[config.mk]
export PLATFORM = sky130hd
export DESIGN_NAME = time_report_tx
export DESIGN_NICKNAME = d
export VERILOG_FILES = /design/src/rtl/time_report_tx.sv
export SDC_FILE = /design/constraint.sdc
export NUM_CORES = 1
export LEC_CHECK = 0
export CAP_MARGIN = 40
export CORE_ASPECT_RATIO = 1.75
export CORE_MARGIN = 8
export CORE_UTILIZATION = 40
export CTS_CLUSTER_SIZE = 8
export DETAILED_ROUTE_END_ITERATION = 10
export PLACE_DENSITY = 0.72
export SLEW_MARGIN = 20
export SYNTH_ARGS = -nofsm -noshare
export SYNTH_HDL_FRONTEND = slang
export SYNTH_SLANG_ARGS = --single-unit
[constraint.sdc]
create_clock -name clk -period 3.74 [get_ports clk]
set_clock_uncertainty 0.15 [all_clocks]
set_input_delay 0.748 -clock clk [delete_from_list [all_inputs] [get_ports clk]]
set_output_delay 0.748 -clock clk [all_outputs]
set_load 0.005 [all_outputs]
[src/rtl/time_report_tx.sv]
// Serialises a frozen BCD time-of-day snapshot as "HH:MM:SS[.CC]<CR><LF>" into a
// TX FIFO write port, one byte per cycle unless the FIFO reports full.
module time_report_tx #(
  parameter bit          SHOW_MSEC = 1'b1,
  parameter bit          SEND_CRLF = 1'b1,
  parameter int unsigned DROP_W    = 8
) (
  input  logic              clk,
  input  logic              rst,
  input  logic              i_trig,
  input  logic              i_enable,
  input  logic [3:0]        hour1,
  input  logic [3:0]        hour0,
  input  logic [3:0]        min1,
  input  logic [3:0]        min0,
  input  logic [3:0]        sec1,
  input  logic [3:0]        sec0,
  input  logic [3:0]        msec1,
  input  logic [3:0]        msec0,
  input  logic              i_full,
  output logic [7:0]        o_data,
  output logic              o_push,
  output logic              o_busy,
  output logic              o_done,
  output logic [DROP_W-1:0] o_drop_cnt
);

  localparam int unsigned TermIdx  = SHOW_MSEC ? 11 : 8;
  localparam int unsigned FrameLen = TermIdx + (SEND_CRLF ? 2 : 1);
  localparam logic [3:0]  LastIdx  = 4'(FrameLen - 1);
  localparam logic [3:0]  TermIdxL = 4'(TermIdx);

  typedef enum logic [1:0] {StIdle, StSend, StDone} state_e;

  state_e             state_q, state_d;
  logic [31:0]        snap_q, snap_d;
  logic [3:0]         idx_q, idx_d;
  logic [DROP_W-1:0]  drop_q, drop_d;
  logic               accept;
  logic               push;
  logic [7:0]         byte_sel;

  function automatic logic [7:0] enc(input logic [3:0] d);
    return (d > 4'd9) ? 8'h3F : (8'h30 + {4'h0, d});
  endfunction

  assign accept = i_trig & i_enable;
  assign push   = (state_q == StSend) && !i_full;

  always_ff @(posedge clk or negedge rst) begin
    if (!rst) begin
      state_q <= StIdle;
      snap_q  <= '0;
      idx_q   <= '0;
      drop_q  <= '0;
    end else begin
      state_q <= state_d;
      snap_q  <= snap_d;
      idx_q   <= idx_d;
      drop_q  <= drop_d;
    end
  end

  always_comb begin
    state_d = state_q;
    snap_d  = snap_q;
    idx_d   = idx_q;
    drop_d  = drop_q;
    case (state_q)
      StIdle: begin
        if (accept) begin
          snap_d  = {hour1, hour0, min1, min0, sec1, sec0, msec1, msec0};
          idx_d   = '0;
          state_d = StSend;
        end
      end
      StSend: begin
        if (push) begin
          idx_d = idx_q + 4'd1;
          if (idx_q == LastIdx) state_d = StDone;
        end
      end
      StDone:  state_d = StIdle;
      default: state_d = StIdle;
    endcase
    // Triggers are never queued; those arriving mid-frame are only counted.
    if (accept && (state_q != StIdle) && (drop_q != {DROP_W{1'b1}})) begin
      drop_d = drop_q + DROP_W'(1);
    end
  end

  always_comb begin
    byte_sel = 8'h0A;
    case (idx_q)
      4'd0: byte_sel = enc(snap_q[31:28]);
      4'd1: byte_sel = enc(snap_q[27:24]);
      4'd2: byte_sel = 8'h3A;
      4'd3: byte_sel = enc(snap_q[23:20]);
      4'd4: byte_sel = enc(snap_q[19:16]);
      4'd5: byte_sel = 8'h3A;
      4'd6: byte_sel = enc(snap_q[15:12]);
      4'd7: byte_sel = enc(snap_q[11:8]);
      default: begin
        if (SHOW_MSEC && idx_q == 4'd8)       byte_sel = 8'h2E;
        else if (SHOW_MSEC && idx_q == 4'd9)  byte_sel = enc(snap_q[7:4]);
        else if (SHOW_MSEC && idx_q == 4'd10) byte_sel = enc(snap_q[3:0]);
        else if (SEND_CRLF && idx_q == TermIdxL) byte_sel = 8'h0D;
        else                                   byte_sel = 8'h0A;
      end
    endcase
  end

  always_comb begin
    o_push     = push;
    o_data     = (state_q == StSend) ? byte_sel : 8'h00;
    o_busy     = (state_q != StIdle);
    o_done     = (state_q == StDone);
    o_drop_cnt = drop_q;
  end

endmodule

==> run_results.csv, run 1 <==
group,metric,value,unit
status,status,"finished, final reports clean",
pwr,vdd_drop_max,0.314,mV
route,firstDrtPassIters,4,
synth,ys_top_cells_by_count,"dfrtp_1, mux2_1, a21oi_1",
pwr,power_switching,983,µW
clocking,clockRootBuffer,"clkbuf_8",
cells_and_area,syn2layout_area_growth,25.0,%
timing,fmax,0.282,GHz
synth,yosysTopAreaCellShare,0.453,
timing,min_period_over_period,0.949,
placed_design,place.gp.congestion,0.899,
synth,ys_ff_latch,46,
timing,rsz0062_at_grt,"yes",
route,ant_nets,0,
die,num_rows,38,
route,drcViolationCount,0,
clocking,clockBufferDepth,2,
worst_hold_path,hp-class,"input pin to async pin",
timing,setup_viol,0,
pwr,power.density,782,mW/mm²
cells_and_area,nFillCells,583,
die,fp.coreArea,0.00618,mm²
synth,ys_dominant_reg_cell,"dfrtp_1",
route,routed_wl,6130,µm
setup_path,cp.arrival,2.65,ns
setup_path,path_class,"flip-flop to output port",
pwr,power.total,2.49,mW
setup_path,cp-start-kind,"flip-flop",
synth,yosys_warnings,0,
grt,grt_pass1_wl,10300,µm
clocking,post_cts_buffers,0,
pwr,leakagePower,1.29,nW
grt,antenna_found_initial,0,
cells_and_area,fin_cells,364,
placed_design,hpwl,4800,µm
clocking,clk_pin_slew,0.08,ns
route,vias_per_cell,5.43,
timing,finalHoldViolCount,0,
setup_path,r2r-start,"state_q[0]",
synth,synth_edf_count,0,
pwr,p_comb_frac,0.488,
synth,synthCells,236,
setup_path,cp_max_fo,13,
die,die_area,0.00927,mm²
pwr,pwr-share-seq,0.397,
timing,finalSetupTns,0,ns
clocking,htreeDepth,2,
setup_path,crit_start,"idx_q[0]",
die,die_h,121,µm
clocking,cts_buffers,5,
placed_design,dp.cells,357,
placed_design,io_buffers,53,
synth,ys_async_sr_fraction,1.00,
synth,synth.avg_cell_area,10.8,µm²
route,vias,1975,
synth,synthDistinctLibCells,50,
setup_path,required,2.84,ns
grt,grt_usage,0.137,
synth,synthTopCellsByArea,"dfrtp_1, mux2_1, a21oi_1, ha_1, nor2_1",
cells_and_area,final_core_util,0.514,
pwr,p_sw_frac,0.396,
route,drtIter0Drc,55,
setup_path,ff2ff_setup_slack,1.77,ns
grt,overflow,0,
route,wire_per_inst,16.8,µm
clocking,postCtsHoldBufs,0,
cells_and_area,fin_nets,326,
clocking,clock_latency,0.30,ns
grt,grt_max_degree,37,
clocking,cts-resized-gates,0,
setup_path,r2r_cells,4,
die,die_x,76.3,µm
cells_and_area,drive_gt1_frac,0.0599,
flow_run,maxCapViolations,0,
grt,first_global_vias,2149,
synth,syn_area,0.00254,mm²
cells_and_area,num_antenna_cells,0,
die,ioPinCount,56,
timing,fin_crit,3.55,ns
pwr,p_int,1.50,mW
synth,synth_top_cell_by_area,"dfrtp_1",
pwr,clock_power_share,0.114,
setup_path,rr_endpoint,"idx_q[0]",
timing,maxSlewHeadroom,0.605,
clocking,cts_sinks,46,
synth,ys_seq_area_frac,0.453,
setup_path,critical_path.endpoint_type,"output port",
clocking,cts_tree,"done",
setup_path,crit_path_end,"o_data[0]",
die,initial_core_util,0.412,
timing,tightest_slew,0.593,ns
timing,slew_violations,0,
synth,synth.most_common_cell,"dfrtp_1",
## metrics by stage
step	hold WS [ns]	area, µm²	worst slack [ns]
after floorplan	0.298	2550	1.31
after global placement	0.313	3070	0.473
after detailed placement	0.326	3090	0.370
after CTS	0.245	3170	0.0294
after global routing	0.264	3180	-0.0228
final	0.236	3180	0.191
## final cells by class
type                       instances  area, µm²  share of cell area
multi-input combinational        169       1280               0.401
timing repair buffer              54        546               0.172
sequential                        46       1150               0.362
tap                               80        100              0.0315
clock buffer                       7       76.3              0.0240
inverter                           8       30.0             0.00945
## worst max-delay path, stage by stage, from the launching register on
cell and delay [ns]:
dfrtp_1 0.43, inv_1 0.11, ha_2 0.35, o211ai_1 0.17, a32oi_1 0.23, o221ai_1 0.18
a311oi_1 0.33, clkdlybuf4s50_1 0.56
## worst min-delay path by stage
stage	startpoint	endpoint	slack, ns	cells after the start
detailed placement	snap_q[8]	snap_q[8]	0.33	1
CTS	rst	o_drop_cnt[6]	0.24	1
finish	rst	o_drop_cnt[6]	0.24	1
global placement	snap_q[8]	snap_q[8]	0.31	1
floorplan	rst	idx_q[0]	0.30	0
global route	rst	snap_q[26]	0.26	1
## sequential cells by signal (all words and copies together), names as in the netlist
register,flops
snap_q,32
idx_q,4
o_drop_cnt,8
state_q,2
## cell usage in the layout (no fill, tap or decap), types with 5 or more instances in the layout
master	n
a21oi_1	22
dfrtp_1	46
clkbuf_8	5
o21ai_0	6
nand3_1	5
o22ai_1	8
nand2_1	9
clkdlybuf4s50_1	52
xor2_1	6
inv_1	7
nand2b_1	5
mux2_1	32
nor2_1	15
## kinds of logic (layout without fill, tap and decap cells)
| group | count (synthesis) | count (layout) | synth area share |
|---|---|---|---|
| DFF | 46 | 46 | 0.453 |
| adders and majority gates | 5 | 5 | 0.0246 |
| AOI/OAI and AO/OA | 62 | 62 | 0.163 |
| other | 1 | 2 | 0.00147 |
| muxes | 34 | 34 | 0.150 |
| xor gates and xnor gates | 9 | 9 | 0.0310 |
| buffers and inverters | 22 | 69 | 0.0512 |
| and+or+nand+nor | 57 | 57 | 0.126 |
## power groups by stage
| stage | registers [mW] | logic, mW | clock network [mW] |
|---|---|---|---|
| after floorplan | 0.894 | 0.821 | 0 |
| after global placement | 0.987 | 1.19 | 0 |
| after detailed placement | 0.997 | 1.21 | 0 |
| after CTS | 0.988 | 1.22 | 0.299 |
| after global routing | 1.03 | 1.35 | 0.320 |
| final | 0.988 | 1.21 | 0.284 |
## routing by layer
metal	track usage	vias to the layer above	wire [µm]
li1	-	959	-
met1	0.128	952	2270
met2	0.264	52	3420
met3	0.0378	12	295
met4	0.0714	0	140
met5	0	-	0
Power figures use the tool's default switching activity.
==> run 2, diff against run 1 <==
Settings changed: CORE_MARGIN 8 to 5.
==> run_results.csv, run 2 (same netlist as run 1, synthesis figures left out) <==
group,metric,value,unit
status,status,"finished, final reports clean",
timing,min_period_over_period,0.953,
timing,finalHoldViolCount,0,
timing,finalSetupTns,0,ns
pwr,p_sw_frac,0.396,
route,vias,2028,
setup_path,crit_path_end,"o_data[1]",
placed_design,io_buffers,53,
grt,grt_pass1_wl,9830,µm
timing,fmax,0.281,GHz
die,fp.coreArea,0.00618,mm²
grt,antenna_found_initial,0,
route,vias_per_cell,5.54,
cells_and_area,fin_nets,328,
route,ant_nets,0,
clocking,htreeDepth,2,
grt,grt_max_degree,37,
die,die_area,0.00812,mm²
setup_path,crit_start,"idx_q[1]",
cells_and_area,top_register,"snap_q",
setup_path,required,2.84,ns
clocking,clock_latency,0.30,ns
die,num_rows,38,
timing,rsz0062_at_grt,"no",
pwr,pwr-share-seq,0.395,
cells_and_area,final_cell_mix,"clkdlybuf4s50_1, dfrtp_1, mux2_1, a21oi_1, nor2_1",
clocking,cts_buffers,5,
die,ioPinCount,56,
cells_and_area,syn2layout_area_growth,25.5,%
flow_run,maxCapViolations,0,
grt,grt_usage,0.152,
die,die_x,70.3,µm
route,wire_per_inst,15.7,µm
worst_hold_path,hp-class,"input pin to async pin",
pwr,power.density,781,mW/mm²
grt,overflow,0,
timing,setup_viol,0,
pwr,clock_power_share,0.114,
grt,first_global_vias,2086,
clocking,cts_sinks,46,
pwr,leakagePower,1.30,nW
clocking,cts_tree,"done",
setup_path,ff2ff_setup_slack,1.78,ns
timing,fin_crit,3.56,ns
timing,slew_violations,0,
pwr,power.total,2.49,mW
die,die_h,115,µm
pwr,vdd_drop_max,0.324,mV
clocking,post_cts_buffers,0,
timing,tightest_slew,0.611,ns
pwr,power_switching,987,µW
clocking,clockBufferDepth,2,
cells_and_area,final_common_cell,"clkdlybuf4s50_1",
clocking,clockRootBuffer,"clkbuf_8",
route,firstDrtPassIters,4,
setup_path,cp-start-kind,"flip-flop",
cells_and_area,largest_reg_flops,32,
clocking,clk_pin_slew,0.08,ns
route,drcViolationCount,0,
setup_path,r2r-start,"state_q[0]",
route,drtIter0Drc,86,
timing,maxSlewHeadroom,0.593,
setup_path,path_class,"flip-flop to output port",
route,routed_wl,5760,µm
setup_path,r2r_cells,3,
cells_and_area,drive_gt1_frac,0.0664,
setup_path,cp.arrival,2.67,ns
die,initial_core_util,0.412,
placed_design,hpwl,4490,µm
setup_path,cp_max_fo,7,
setup_path,critical_path.endpoint_type,"output port",
cells_and_area,num_antenna_cells,0,
pwr,p_comb_frac,0.491,
placed_design,place.gp.congestion,0.939,
setup_path,rr_endpoint,"snap_q[11]",
pwr,p_int,1.51,mW
run 2: changes by cell type in the layout (fill, tap and decap cells not counted):
cell      previous run  this run
ha_1                 1         3
clkinv_2             0         2
buf_4                0         2
ha_2                 4         2
clkbuf_1             2         0
run 2: repair_timing:
action | in CTS | in global routing
hold buffers | 0 | 0
gates resized for setup | 0 | 2
endpoints found under the setup margin | 0 | 3
run 2: worst min-delay path by stage:
| stage | start | to | slack, ns | depth (start not counted) |
|---|---|---|---|---|
| finish | rst | o_drop_cnt[6] | 0.25 | 1 |
| global route | rst | o_drop_cnt[6] | 0.29 | 1 |
| CTS | rst | o_drop_cnt[6] | 0.26 | 1 |
| detailed placement | snap_q[8] | snap_q[8] | 0.33 | 1 |
| global placement | snap_q[8] | snap_q[8] | 0.32 | 1 |
| floorplan | rst | idx_q[0] | 0.30 | 0 |
run 2: worst max-delay path, stage by stage (launching register included):
cell and delay (ns):
dfrtp_1 0.44, inv_1 0.11, ha_1 0.31, or3b_1 0.43, o22ai_1 0.14, a311oi_1 0.09, a211oi_1 0.31, clkdlybuf4s50_1 0.56
run 2: power by group through the flow:
stage | Combinational (mW) | Clock (mW) | Sequential, mW
global placement | 1.21 | 0 | 0.986
CTS | 1.23 | 0.299 | 0.984
floorplan | 0.821 | 0 | 0.894
detailed placement | 1.23 | 0 | 0.995
finish | 1.22 | 0.284 | 0.984
global route | 1.37 | 0.312 | 1.02
run 2: through the flow:
| step | area [µm²] | hold slack [ns] | cells | setup slack [ns] | util |
|---|---|---|---|---|---|
| floorplan | 2550 | 0.298 | 237 | 1.31 | - |
| global placement | 3090 | 0.324 | 358 | 0.486 | 0.500 |
| detailed placement | 3110 | 0.330 | 359 | 0.421 | 0.503 |
| CTS | 3190 | 0.259 | 366 | 0.0817 | 0.516 |
| global route | 3190 | 0.287 | 366 | 0.0188 | 0.516 |
| finish | 3190 | 0.252 | 366 | 0.175 | 0.516 |
run 2: cell type report:
class / count / area (µm²)
Multi-Input combinational cell: 169 / 1270
Tap cell: 80 / 100
Sequential cell: 46 / 1150
Clock inverter: 2 / 10.0
Timing Repair Buffer: 56 / 561
Fill cell: 577 / 2990
Clock buffer: 5 / 68.8
Inverter: 8 / 30.0
run 2: per-layer routing:
metal	vias to the layer above	track usage	part of all wire
met5	-	0	0
li1	958	-	-
met2	57	0.273	0.54
met3	17	0.0278	0.040
met1	996	0.164	0.38
met4	0	0.0908	0.041
==> run 3, diff against run 2 <==
--- a/constraint.sdc
+++ b/constraint.sdc
@@ -3,3 +3,3 @@
 set_input_delay 0.748 -clock clk [delete_from_list [all_inputs] [get_ports clk]]
 set_output_delay 0.748 -clock clk [all_outputs]
-set_load 0.005 [all_outputs]
+set_load 0.01 [all_outputs]
==> run_results.csv, run 3 (same netlist as run 1, synthesis figures left out) <==
group,metric,value,unit
status,status,"finished, final reports clean",
cells_and_area,syn2layout_area_growth,26.0,%
timing,maxSlewHeadroom,0.604,
route,routed_wl,5930,µm
grt,grt_usage,0.155,
pwr,power.density,801,mW/mm²
clocking,cts_tree,"done",
pwr,power.total,2.57,mW
route,drcViolationCount,0,
worst_hold_path,hp-class,"input pin to async pin",
grt,grt_max_degree,37,
setup_path,cp_max_fo,10,
clocking,cts_buffers,5,
cells_and_area,final_cell_mix,"clkdlybuf4s50_1, dfrtp_1, mux2_1, a21oi_1, nor2_1",
route,firstDrtPassIters,4,
clocking,clk_pin_slew,0.09,ns
timing,tightest_slew,0.594,ns
cells_and_area,multi_input_area,0.00127,mm²
timing,setup_viol,0,
route,drtIter0Drc,66,
route,vias_per_cell,5.38,
placed_design,io_buffers,53,
pwr,vdd_drop_max,0.347,mV
grt,overflow,0,
timing,finalHoldViolCount,0,
placed_design,place_area,0.00311,mm²
cells_and_area,drive_gt1_frac,0.0662,
clocking,htreeDepth,2,
flow_run,maxCapViolations,0,
clocking,clockBufferDepth,2,
cells_and_area,top_register,"snap_q",
die,ioPinCount,56,
setup_path,critical_path.endpoint_type,"output port",
timing,finalSetupTns,0,ns
placed_design,hpwl,4620,µm
cells_and_area,num_antenna_cells,0,
setup_path,cp.arrival,2.68,ns
pwr,leakagePower,1.31,nW
die,initial_core_util,0.412,
cells_and_area,final_common_cell,"clkdlybuf4s50_1",
route,vias,1974,
clocking,clock_latency,0.30,ns
placed_design,place.gp.congestion,0.905,
cells_and_area,fin_nets,328,
placed_design,dp.cells,359,
grt,antenna_found_initial,0,
timing,fin_crit,3.58,ns
die,die_h,115,µm
timing,min_period_over_period,0.957,
cells_and_area,finalInstanceArea,0.00320,mm²
setup_path,required,2.84,ns
die,die_x,70.3,µm
cells_and_area,fin_cells,367,
clocking,post_cts_buffers,0,
cells_and_area,largest_reg_flops,32,
timing,rsz0062_at_grt,"no",
cells_and_area,nFillCells,571,
die,die_area,0.00812,mm²
cells_and_area,seqCellArea,0.00115,mm²
die,num_rows,38,
timing,slew_violations,0,
die,fp.coreArea,0.00618,mm²
grt,grt_pass1_wl,9960,µm
clocking,clockRootBuffer,"clkbuf_8",
setup_path,r2r_cells,4,
setup_path,cp-start-kind,"flip-flop",
route,ant_nets,0,
setup_path,path_class,"flip-flop to output port",
timing,fmax,0.279,GHz
grt,first_global_vias,2080,
clocking,cts_sinks,46,
route,wire_per_inst,16.2,µm
-- run 3: cell types whose count changed in the layout (fill, tap and decap cells not counted) --
| cell | change |
|---|---|
| clkbuf_8 | +1 |
| clkbuf_1 | +1 |
| clkinv_2 | -1 |
-- run 3: repair_timing --
| action | in CTS | in global routing |
|---|---|---|
| endpoints found under the setup margin | 0 | 2 |
| hold buffers | 0 | 0 |
| resized for setup | 0 | 2 |
-- run 3: routing by layer --
metal / global-route usage / vias up / part of all wire
li1: - / 954 / -
met1: 0.166 / 947 / 0.37
met2: 0.285 / 56 / 0.55
met3: 0.0269 / 17 / 0.038
met4: 0.0844 / 0 / 0.042
met5: 0 / - / 0
-- run 3: worst max-delay path: stages, from the launching register on --
cell             delay (ns)
dfrtp_1                0.43
inv_1                  0.10
ha_1                   0.22
buf_4                  0.18
nor3b_1                0.28
o31a_1                 0.21
a31oi_1                0.08
a311oi_1               0.30
clkdlybuf4s50_1        0.59
-- run 3: stage by stage --
| step | hold WS, ns | util | setup slack (ns) |
|---|---|---|---|
| after floorplan | 0.298 | - | 1.19 |
| after global placement | 0.326 | 0.500 | 0.434 |
| after detailed placement | 0.325 | 0.503 | 0.356 |
| after CTS | 0.252 | 0.518 | 0.0150 |
| after global routing | 0.275 | 0.518 | 0.0291 |
| final | 0.247 | 0.518 | 0.162 |
-- run 3: where the power goes --
group          leakage (nW)  internal [mW]  total, mW  switching (mW)
logic                 0.700          0.656       1.27           0.612
registers             0.560          0.724      0.991           0.266
clock network        0.0482          0.149      0.309           0.159
-- run 3: final timing paths --
path / start / end / slack [ns]
setup / recovery: idx_q[0] / o_data[0] / 0.16
hold / removal: rst / o_drop_cnt[6] / 0.25
min in group clk: snap_q[8] / snap_q[8] / 0.34
max in group asynchronous: rst / snap_q[16] / 2.68
setup reg to reg: state_q[0] / idx_q[0] / 1.78
hold reg to reg: snap_q[8] / snap_q[8] / 0.34
-- run 3: area by class of cell --
type,count,area share
multi-input cells,169,0.397
flip-flops and latches,46,0.359
repair buffers,56,0.175
well taps,80,0.0312
clock buffers,7,0.0269
inverters,8,0.00937
clock inverters,1,0.00156
